`src/rtl/mem_stage.sv`:
```
// RV32I memory-access stage: issues loads/stores on a req/gnt/rvalid port and emits one writeback bundle per instruction.
// Latency pass/fault 1, store 2+, load 3+ cycles; ex_ready only in IDLE, so upstream stalls for the whole access.
module mem_stage #(
    parameter int XLEN = 32
) (
    input  logic            clock,
    input  logic            reset_n,
    input  logic            ex_valid,
    output logic            ex_ready,
    input  logic [XLEN-1:0] ex_alu_res,
    input  logic [XLEN-1:0] ex_rs2,
    input  logic [2:0]      ex_funct3,
    input  logic            ex_mem_en,
    input  logic            ex_memRW,
    input  logic [4:0]      ex_rd,
    input  logic            ex_wb_en,
    output logic            dmem_req,
    output logic            dmem_we,
    output logic [XLEN-1:0] dmem_addr,
    output logic [3:0]      dmem_wstrb,
    output logic [XLEN-1:0] dmem_wdata,
    input  logic            dmem_gnt,
    input  logic            dmem_rvalid,
    input  logic [XLEN-1:0] dmem_rdata,
    output logic            wb_valid,
    output logic            wb_en,
    output logic [4:0]      wb_rd,
    output logic [XLEN-1:0] wb_data,
    output logic            mem_fault
);

    typedef enum logic [1:0] {IDLE, REQ, WAIT, OUT} state_t;

    state_t          state_q;
    logic [XLEN-1:0] addr_q, wdata_q, wb_data_q;
    logic [3:0]      wstrb_q;
    logic [2:0]      funct3_q;
    logic [4:0]      rd_q;
    logic            we_q, wb_en_q, fault_q;

    logic [1:0]      off;
    logic            misalign, bad_f3, fault_d;
    logic [3:0]      wstrb_d;
    logic [XLEN-1:0] wdata_d, shifted, load_d;

    always_comb begin
        off      = ex_alu_res[1:0];
        misalign = (ex_funct3[1:0] == 2'b01 && off[0]) ||
                   (ex_funct3[1:0] == 2'b10 && off != 2'b00);
        bad_f3   = ex_memRW ? (ex_funct3 > 3'd2)
                            : (ex_funct3 == 3'd3 || ex_funct3 == 3'd6 || ex_funct3 == 3'd7);
        fault_d  = misalign || bad_f3;
        case (ex_funct3[1:0])
            2'b00:   begin wstrb_d = 4'b0001 << off; wdata_d = {4{ex_rs2[7:0]}};  end
            2'b01:   begin wstrb_d = 4'b0011 << off; wdata_d = {2{ex_rs2[15:0]}}; end
            default: begin wstrb_d = 4'hF;           wdata_d = ex_rs2;            end
        endcase
    end

    // Bring the addressed byte/half down to bit 0, then extend per funct3.
    always_comb begin
        shifted = dmem_rdata >> {addr_q[1:0], 3'b000};
        case (funct3_q)
            3'b000:  load_d = {{(XLEN-8){shifted[7]}},   shifted[7:0]};
            3'b001:  load_d = {{(XLEN-16){shifted[15]}}, shifted[15:0]};
            3'b100:  load_d = {{(XLEN-8){1'b0}},         shifted[7:0]};
            3'b101:  load_d = {{(XLEN-16){1'b0}},        shifted[15:0]};
            default: load_d = shifted;
        endcase
    end

    always_ff @(posedge clock or negedge reset_n) begin
        if (!reset_n) begin
            state_q   <= IDLE;
            addr_q    <= '0;
            wdata_q   <= '0;
            wb_data_q <= '0;
            wstrb_q   <= '0;
            funct3_q  <= '0;
            rd_q      <= '0;
            we_q      <= 1'b0;
            wb_en_q   <= 1'b0;
            fault_q   <= 1'b0;
        end else begin
            case (state_q)
                IDLE: if (ex_valid) begin
                    addr_q    <= ex_alu_res;
                    wb_data_q <= ex_alu_res;
                    funct3_q  <= ex_funct3;
                    rd_q      <= ex_rd;
                    we_q      <= ex_memRW;
                    wstrb_q   <= ex_memRW ? wstrb_d : 4'h0;
                    wdata_q   <= wdata_d;
                    if (!ex_mem_en) begin
                        wb_en_q <= ex_wb_en;
                        fault_q <= 1'b0;
                        state_q <= OUT;
                    end else if (fault_d) begin
                        wb_en_q <= 1'b0;
                        fault_q <= 1'b1;
                        state_q <= OUT;
                    end else begin
                        wb_en_q <= ex_memRW ? 1'b0 : ex_wb_en;
                        fault_q <= 1'b0;
                        state_q <= REQ;
                    end
                end
                REQ:  if (dmem_gnt) state_q <= we_q ? OUT : WAIT;
                WAIT: if (dmem_rvalid) begin
                    wb_data_q <= load_d;
                    state_q   <= OUT;
                end
                default: state_q <= IDLE;
            endcase
        end
    end

    always_comb begin
        ex_ready   = (state_q == IDLE);
        dmem_req   = (state_q == REQ);
        dmem_we    = dmem_req & we_q;
        dmem_wstrb = dmem_req ? wstrb_q : 4'h0;
        dmem_addr  = {addr_q[XLEN-1:2], 2'b00};
        dmem_wdata = wdata_q;
        wb_valid   = (state_q == OUT);
        wb_en      = wb_valid & wb_en_q;
        wb_rd      = rd_q;
        wb_data    = wb_data_q;
        mem_fault  = wb_valid & fault_q;
    end

endmodule
```
`config.mk`:
```
export PLATFORM = sky130hd
export DESIGN_NAME = mem_stage
export DESIGN_NICKNAME = d
export VERILOG_FILES = /design/src/rtl/mem_stage.sv
export SDC_FILE = /design/constraint.sdc
export NUM_CORES = 1
export LEC_CHECK = 0
export CORE_ASPECT_RATIO = 1.25
export CORE_MARGIN = 3
export CORE_UTILIZATION = 45
export CTS_CLUSTER_DIAMETER = 60
export DETAILED_ROUTE_END_ITERATION = 8
export PLACE_DENSITY = 0.91
export SLEW_MARGIN = 20
export SYNTH_ARGS = -nofsm -noshare
export SYNTH_HDL_FRONTEND = slang
export SYNTH_SLANG_ARGS = --single-unit
```
`constraint.sdc`:
```
create_clock -name clock -period 2.7 [get_ports clock]
set_input_delay 0.54 -clock clock [delete_from_list [all_inputs] [get_ports clock]]
set_output_delay 0.54 -clock clock [all_outputs]
set_load 0.05 [all_outputs]
```
==> results.cfg, run 1 <==
[detailed_routing]
wirelength_mm = 17.8
vias_per_cell = 5.48
vias = 5070
antenna_left = 0
drtPass1Iterations = 8
drc_errors = 0
drt_iter0_drc = 256
wl_per_cell_um = 19.2

[synth]
synth_top_area_cell = dfrtp_1
syn_area_per_cell_um2 = 10.6
synth_cell_types = 41
syn-instance-count = 560
ys_seq_area_share_pct = 47.8
syn_area_um2 = 5920
synthTopCellsByArea = dfrtp_1 48%, mux2_2 10%, mux2i_1 8.3%, nor2_1 4.7%, buf_4 4.4%
synth_top_area_share_pct = 47.8
yosys_warnings = 0
yosys_register_bits = 113

[critical_path]
critPathMaxStageDelay_ns = 0.80
critPathBufInv = 1
startpoint_type = flip-flop
slowest_stage = clkdlybuf4s50_1
cp_top_family = buffers and inverters
crit_chain = ha_1 -> and2_1 -> clkdlybuf4s50_1
cp.required_ns = 2.16
end_kind = output pin
arrival_ns = 2.02
path_class = flip-flop to output pin
crit_fanout = 5

[timing]
rsz0062_at_grt = no
maxSlewViolCount = 0
fmax_mhz = 391
max_slew_margin_pct = 62.6
tightest_slew_ns = 0.560
fin_crit_sh_pct = 94.8
fin_crit_ns = 2.56
setup_viol_count_final = 0
setup_tns_ns = 0
finClkSkew_ns = 0.00571
final-hold-violation-count = 0

[placed_design]
gp_congestion = 0.886
hpwl_mm = 13.4
portBuffers = 220

[layout]
fin_util_pct = 67.8
final_cell_mix = 212 x clkdlybuf4s50_1, 113 x dfrtp_1, 74 x nor2_1
layout_commonest_cell = clkdlybuf4s50_1
final_nets = 860
drive_above_1_share_pct = 15.9
area_growth_pct = 46.4

[global_route]
global_route.overflow_total = 0
grt_pass1_vias = 5304
antenna_found_initial = 1
grt_max_degree = 65
grt_util_all_layers_pct = 24.2
grt_pass1_wl_mm = 27.5

[clock_tree]
clock_latency_ns = 0.40
ctsRootBufferMaster = clkbuf_16
cts_tree = yes
postCtsSetupBuffers = 0
clock_path_buffers = 2
cts_buffers = 17
clkSlewWorstSetupHoldPaths_ns = 0.05
cts_sinks = 113
ctsHtreeMaxLevel = 4

[floorplan]
die_width_um = 109
coreArea_um2 = 12800
fp.dieH_um = 134
initial_core_util_pct = 46.3
pin_count = 223
dieArea_um2 = 14600
rows = 46

[min_path]
min_path_type = input port to async pin

[pwr]
vdd_ir_drop_max_v = 0.000808
p_leak_nw = 3.69
power_density_nw_per_um2 = 1510

[run_status]
status = finished clean

[run]
maxCapViolations = 0
-- stage by stage --
stage               total power [mW]  hold slack, ns  cells  instance area (µm²)  setup WS [ns]
global placement                10.6           0.460    893                 8050          0.350
detailed placement              10.8           0.465    893                 8050          0.270
global route                    13.7          0.0804    926                 8660         0.0477
floorplan                       8.62           0.244    561                 5920          0.535
finish                          13.1          0.0669    926                 8660          0.140
CTS                             13.1          0.0717    925                 8650         0.0182
-- synthesized netlist by cell type --
cell type  count
buf_2          9
ha_1           4
nor3_4         1
a21oi_1       17
or2_1          1
a2111oi_4      1
nor2_2         1
nor4_2         1
a32oi_1        1
nand3b_1       2
inv_1          5
conb_1         1
nor3_1         1
a221oi_1      15
nand3_1        1
nand2_1       61
o31ai_1        2
o21ai_0       35
xnor2_1        1
clkbuf_1      15
mux2i_1       49
buf_4         35
dfrtp_1      113
o2bb2ai_1      7
nor3b_1        2
a31oi_1        2
mux2i_4        1
or2b_1         1
nor4_1         1
a221oi_2      10
and2_0         1
nor2_1        74
buf_6          3
and2_1         8
a211o_1        3
buf_1          8
a21oi_2        1
mux2_2        55
nor4_4         1
a31o_2         1
nor2b_1        9
-- layer usage --
| metal | track usage [%] | routed length (µm) | vias up |
|---|---|---|---|
| met5 | 0 | 0 | - |
| met4 | 9.61 | 473 | 0 |
| met3 | 6.98 | 1560 | 36 |
| met2 | 42.8 | 9260 | 273 |
| met1 | 27.2 | 6500 | 2470 |
| li1 | - | - | 2291 |
-- cell type report --
type / instances / area, µm²
Clock inverter: 10 / 133
Sequential cell: 113 / 2830
Multi-Input combinational cell: 373 / 2660
Inverter: 5 / 18.8
Fill cell: 945 / 4120
Clock buffer: 22 / 474
Timing Repair Buffer: 234 / 2340
Tap cell: 168 / 210
Antenna cell: 1 / 2.50
-- kinds of logic (layout without fill, tap and decap cells) --
group	count (synthesis)	in the layout	synth area share, %
XOR/XNOR	1	1	0.148
AND/OR/NAND/NOR	166	166	12.4
buffers and inverters	75	271	7.55
flip-flops	113	113	47.8
adder cells (fa/ha/maj)	4	4	0.846
other	1	3	0.0634
multiplexers	105	105	19.1
AO/OA/AOI/OAI	95	95	12.0
-- path summary, 6_finish.rpt --
| path | cells past startpoint | slack, ns | endpoint | start |
|---|---|---|---|---|
| min reg2reg | 2 | 0.48 | fault_q$_DFFE_PN0P_ | fault_q$_DFFE_PN0P_ |
| max reg2reg | 7 | 0.46 | wb_data[16]$_DFFE_PN0P_ | state_q[0]$_DFFE_PN0P_ |
| max | 3 | 0.14 | mem_fault | state_q[0]$_DFFE_PN0P_ |
| min in group clock | 2 | 0.48 | fault_q$_DFFE_PN0P_ | fault_q$_DFFE_PN0P_ |
| max in group asynchronous | 2 | 1.90 | dmem_wdata[23]$_DFFE_PN0P_ | reset_n |
| min | 1 | 0.07 | dmem_wdata[0]$_DFFE_PN0P_ | reset_n |
-- repair_timing --
action / in CTS / in global routing
hold buffers: 0 / 0
resized for setup: 5 / 2
endpoints found under the setup margin: 5 / 2
-- worst register-to-register path, delay by kind of cell (launching register included) --
family	cells	cell delay [ns]
compound gates	2	0.40
fa+ha+maj	1	0.32
buf+inv	2	0.36
flops	1	0.42
simple gates	2	0.63
-- state kept, by name, summed over array words and instances, names as in the netlist --
| signal | cells |
|---|---|
| state_q | 2 |
| wb_rd | 5 |
| we_q | 1 |
| fault_q | 1 |
| wb_data | 32 |
| wb_en_q | 1 |
| wstrb_q | 4 |
| dmem_wdata | 32 |
| addr_q | 32 |
| funct3_q | 3 |
-- power breakdown --
| part | internal [mW] | switching (mW) | total [mW] |
|---|---|---|---|
| combinational | 2.75 | 4.89 | 7.64 |
| clock | 1.52 | 0.773 | 2.29 |
| sequential | 2.57 | 0.567 | 3.13 |
| total | 6.84 | 6.23 | 13.1 |
(Power assumes the default switching activity.)
==> inputs of run 2 (changes only) <==
--- a/config.mk
+++ b/config.mk
@@ -6,7 +6,6 @@
 export NUM_CORES = 1
 export LEC_CHECK = 0
 export CORE_ASPECT_RATIO = 1.25
-export CORE_MARGIN = 3
 export CORE_UTILIZATION = 45
 export CTS_CLUSTER_DIAMETER = 60
 export DETAILED_ROUTE_END_ITERATION = 8
==> run 2 against run 1 <==
Against the previous run:
- register-to-register slack better by 0.02 ns
- count of clock-buffer cells in the layout grew 2
- sequential share of layout area shrank 0.056 points
- via count down 2.2%
- die area decreased by 6.6%
==> results.cfg, run 2 (synthesis gave the netlist of run 1 again) <==
[critical_path]
worstRegToRegCells = 7
path_class = flip-flop to output pin
cp.required_ns = 2.16
crit_fanout = 5
reg2reg_slack_ns = 0.48
rr_startpoint = state_q[0]$_DFFE_PN0P_
startpoint_type = flip-flop
arrival_ns = 2.02
end_kind = output pin
r2r-end = wb_data[18]$_DFFE_PN0P_

[detailed_routing]
wl_per_cell_um = 18.9
drc_errors = 0
vias_per_cell = 5.37
drt_iter0_drc = 183
antenna_left = 0
wirelength_mm = 17.5
drtPass1Iterations = 5
vias = 4960

[pwr]
vdd_ir_drop_max_v = 0.000849
p_leak_nw = 3.71
power_density_nw_per_um2 = 1510

[clock_tree]
clock_path_buffers = 2
clkSlewWorstSetupHoldPaths_ns = 0.05
clock_latency_ns = 0.40
holdBufCountCts = 0
ctsRootBufferMaster = clkbuf_16
ctsHtreeMaxLevel = 4
cts_sinks = 113
cts_buffers = 17
cts_tree = yes

[floorplan]
coreArea_um2 = 12800
rows = 46
fp.dieH_um = 130
pin_count = 223
dieArea_um2 = 13600
die_width_um = 105
initial_core_util_pct = 46.3

[layout]
area_growth_pct = 46.7
n_antenna_cell = 0
layout_commonest_cell = clkdlybuf4s50_1
final_nets = 862
drive_above_1_share_pct = 15.7
finalNonFillerCells = 924
final_cell_mix = 212 x clkdlybuf4s50_1, 113 x dfrtp_1, 74 x nor2_1
postLayoutCellArea_um2 = 8680

[placed_design]
portBuffers = 220
gp_congestion = 0.889
dp.cells = 895
place_area_um2 = 8070
hpwl_mm = 13.0

[timing]
final-hold-violation-count = 0
fmax_mhz = 391
max_slew_margin_pct = 53.2
rsz0062_at_grt = no
fin_crit_sh_pct = 94.8
fin_crit_ns = 2.56
tightest_slew_ns = 0.700
setup_tns_ns = 0
maxSlewViolCount = 0
finClkSkew_ns = 0.0115
setup_viol_count_final = 0

[min_path]
min_path_type = input port to async pin

[run]
maxCapViolations = 0

[global_route]
grt_pass1_wl_mm = 27.8
global_route.overflow_total = 0
grt_max_degree = 65
grt_pass1_vias = 5285
antenna_found_initial = 0
grt_util_all_layers_pct = 26.4

[run_status]
status = finished clean
## run 2: cell types whose count changed in the layout (fill, tap and decap cells not counted), sizes merged
cell	delta
clkinvlp	-3
clkinv	-2
clkbuf	+2
buf	+2
diode	-1
## run 2: metrics by stage
step	power [mW]	hold slack (ns)	setup slack, ns	utilization, %
floorplan	8.62	0.244	0.535	-
global placement	10.5	0.461	0.321	63.1
detailed placement	10.8	0.469	0.286	63.1
CTS	13.1	0.0656	0.0123	67.9
global route	13.7	0.0797	0.0633	67.9
finish	13.1	0.0669	0.140	67.9
## run 2: per-layer routing
metal  part of all wire, %  GRT usage, %  vias to the layer above  routed length (µm)
met4                   1.4          8.32                        0                 245
met2                    54          49.1                      218                9460
met5                     0             0                        -                   0
met3                   6.5          6.54                       16                1140
met1                    38          29.7                     2432                6640
li1                      -             -                     2294                   -
## run 2: power by group
group | leakage, nW | internal (mW) | total (mW) | switching, mW
Clock | 0.304 | 1.58 | 2.32 | 0.735
Combinational | 2.07 | 2.76 | 7.61 | 4.86
Sequential | 1.34 | 2.57 | 3.14 | 0.569
Total | 3.71 | 6.90 | 13.1 | 6.16
## run 2: critical path: stages (launching register included)
cell             delay (ns)
dfrtp_1                0.40
ha_1                   0.27
and2_1                 0.15
clkdlybuf4s50_1        0.81
## run 2: worst max-delay path by stage
stage,startpoint,endpoint,slack [ns],depth (start not counted)
after floorplan,state_q[0]$_DFFE_PN0P_,wb_data[24]$_DFFE_PN0P_,0.54,7
after global placement,ex_valid,wb_data[18]$_DFFE_PN0P_,0.32,6
after detailed placement,ex_valid,wb_data[18]$_DFFE_PN0P_,0.29,6
after CTS,state_q[0]$_DFFE_PN0P_,ex_ready,0.01,3
after global routing,state_q[0]$_DFFE_PN0P_,mem_fault,0.06,3
final,state_q[0]$_DFFE_PN0P_,mem_fault,0.14,3
## run 2: layout make-up
class | instances | area, µm²
flip-flops and latches | 113 | 2830
well taps | 168 | 210
multi-input cells | 373 | 2650
fillers | 958 | 4100
inverters | 5 | 18.8
repair buffers | 236 | 2360
clock inverters | 5 | 100
clock buffers | 24 | 512
## run 2: what timing repair did
action / in CTS / in global routing
gates resized for setup: 5 / 2
endpoints found under the setup margin: 5 / 2
setup buffers: 0 / 0
==> inputs of run 3 (changes only) <==
--- a/config.mk
+++ b/config.mk
@@ -5,8 +5,10 @@
 export SDC_FILE = /design/constraint.sdc
 export NUM_CORES = 1
 export LEC_CHECK = 0
+export CAP_MARGIN = 20
 export CORE_ASPECT_RATIO = 1.25
 export CORE_UTILIZATION = 45
+export CTS_BUF_LIST = sky130_fd_sc_hd__clkbuf_8 sky130_fd_sc_hd__clkbuf_16
 export CTS_CLUSTER_DIAMETER = 60
 export DETAILED_ROUTE_END_ITERATION = 8
 export PLACE_DENSITY = 0.91
==> run 3 against run 2 <==
Against the previous run:
- via count barely moved
- largest cell class unchanged
- combinational power hardly changed
- total power is essentially flat
- sequential cell count did not move
- critical path type unchanged
- fmax hardly changed
- critical path depth unchanged
- die area unchanged
- count of clock-buffer cells in the layout down 1
- cell area is the same
- highest routed layer unchanged
==> results.cfg, run 3 (synthesis gave the netlist of run 1 again) <==
[placed_design]
portBuffers = 220
hpwl_mm = 13.0
dp.cells = 895
gp_congestion = 0.889

[min_path]
min_path_type = input port to async pin

[floorplan]
pin_count = 223
die_width_um = 105
coreArea_um2 = 12800
dieArea_um2 = 13600
initial_core_util_pct = 46.3
fp.dieH_um = 130
rows = 46

[timing]
tightest_slew_ns = 0.699
fmax_mhz = 391
fin_crit_ns = 2.56
setup_viol_count_final = 0
maxSlewViolCount = 0
max_slew_margin_pct = 53.3
finClkSkew_ns = 0.0119
setup_tns_ns = 0
rsz0062_at_grt = no
timing.hold.ws_ns = 0.0663
final-hold-violation-count = 0
fin_crit_sh_pct = 94.8

[layout]
final_cell_mix = 212 x clkdlybuf4s50_1, 113 x dfrtp_1, 74 x nor2_1
area_growth_pct = 46.7
n_antenna_cell = 0
nFillCells = 958
finalNonFillerCells = 924
multiInputGateArea_um2 = 2650
layout_commonest_cell = clkdlybuf4s50_1
final_nets = 862
fin_util_pct = 67.9
seqCellArea_um2 = 2830
drive_above_1_share_pct = 15.7

[detailed_routing]
wl_per_cell_um = 19.0
drt-met1-wl_mm = 6.67
drt_iter0_drc = 183
vias_per_cell = 5.37
wl_met3_mm = 1.14
dr_wl_met2_mm = 9.47
antenna_left = 0
vias = 4962
drtPass1Iterations = 4
drc_errors = 0
wirelength_mm = 17.5
top_layer_used = met4

[clock_tree]
cts_sinks = 113
clock_latency_ns = 0.40
cts_tree = yes
postCtsSetupBuffers = 0
ctsRootBufferMaster = clkbuf_16
cts_buffers = 17
holdBufCountCts = 0
clkSlewWorstSetupHoldPaths_ns = 0.05
clock_path_buffers = 2
ctsHtreeMaxLevel = 4

[pwr]
p_leak_nw = 3.71
vdd_ir_drop_max_v = 0.000849
power_density_nw_per_um2 = 1510
p_total_mw = 13.1

[global_route]
global_route.overflow_total = 0
grt_util_all_layers_pct = 26.4
grt_max_degree = 65
grt_pass1_wl_mm = 27.8
grt_pass1_vias = 5285
antenna_found_initial = 0

[critical_path]
startpoint_type = flip-flop
cp.required_ns = 2.16
end_kind = output pin
crit_fanout = 5
arrival_ns = 2.02
path_class = flip-flop to output pin

[run_status]
status = finished clean

[run]
maxCapViolations = 0
run 3: changes by cell type in the layout (fill, tap and decap cells not counted), sizes merged:
cell | before | now
clkbuf | 24 | 23
inv | 5 | 6
run 3: final cells by class:
cell class,instances,area share (%)
inverters,5,0.216
repair buffers,236,27.2
multi-input cells,373,30.6
flip-flops and latches,113,32.6
clock inverters,6,1.20
well taps,168,2.42
clock buffers,23,5.85
run 3: path summary, 6_finish.rpt:
kind	from	endpoint	slack, ns	cells after the start
max in group asynchronous	reset_n	dmem_wdata[3]$_DFFE_PN0P_	1.90	2
min	reset_n	dmem_wdata[30]$_DFFE_PN0P_	0.07	1
max reg2reg	state_q[0]$_DFFE_PN0P_	wb_data[18]$_DFFE_PN0P_	0.48	7
max	state_q[0]$_DFFE_PN0P_	mem_fault	0.14	3
min reg2reg	dmem_wdata[13]$_DFFE_PN0P_	dmem_wdata[13]$_DFFE_PN0P_	0.48	2
min in group clock	dmem_wdata[13]$_DFFE_PN0P_	dmem_wdata[13]$_DFFE_PN0P_	0.48	2
run 3: worst max-delay path, stage by stage, from the launching register on:
cell	delay, ns
dfrtp_1	0.40
ha_1	0.27
and2_1	0.15
clkdlybuf4s50_1	0.81
run 3: routing by layer:
metal  global-route usage (%)  vias up
met5                        0        -
met4                     8.32        0
met3                     6.54       16
met2                     49.1      219
met1                     29.7     2435
li1                         -     2292
run 3: where the power goes:
part | internal, mW | switching (mW)
Clock | 1.58 | 0.736
Sequential | 2.57 | 0.569
Combinational | 2.76 | 4.86
Total | 6.90 | 6.16
run 3: stage by stage:
step | area, µm² | worst slack (ns)
CTS | 8670 | 0.0123
global placement | 8070 | 0.321
floorplan | 5920 | 0.535
finish | 8680 | 0.140
detailed placement | 8070 | 0.286
global route | 8680 | 0.0633
run 3: repair_timing:
| action | 4_1_cts | 5_1_grt |
|---|---|---|
| resized for setup | 5 | 2 |
| endpoints found under the setup margin | 5 | 2 |
| gates cloned | 0 | 0 |
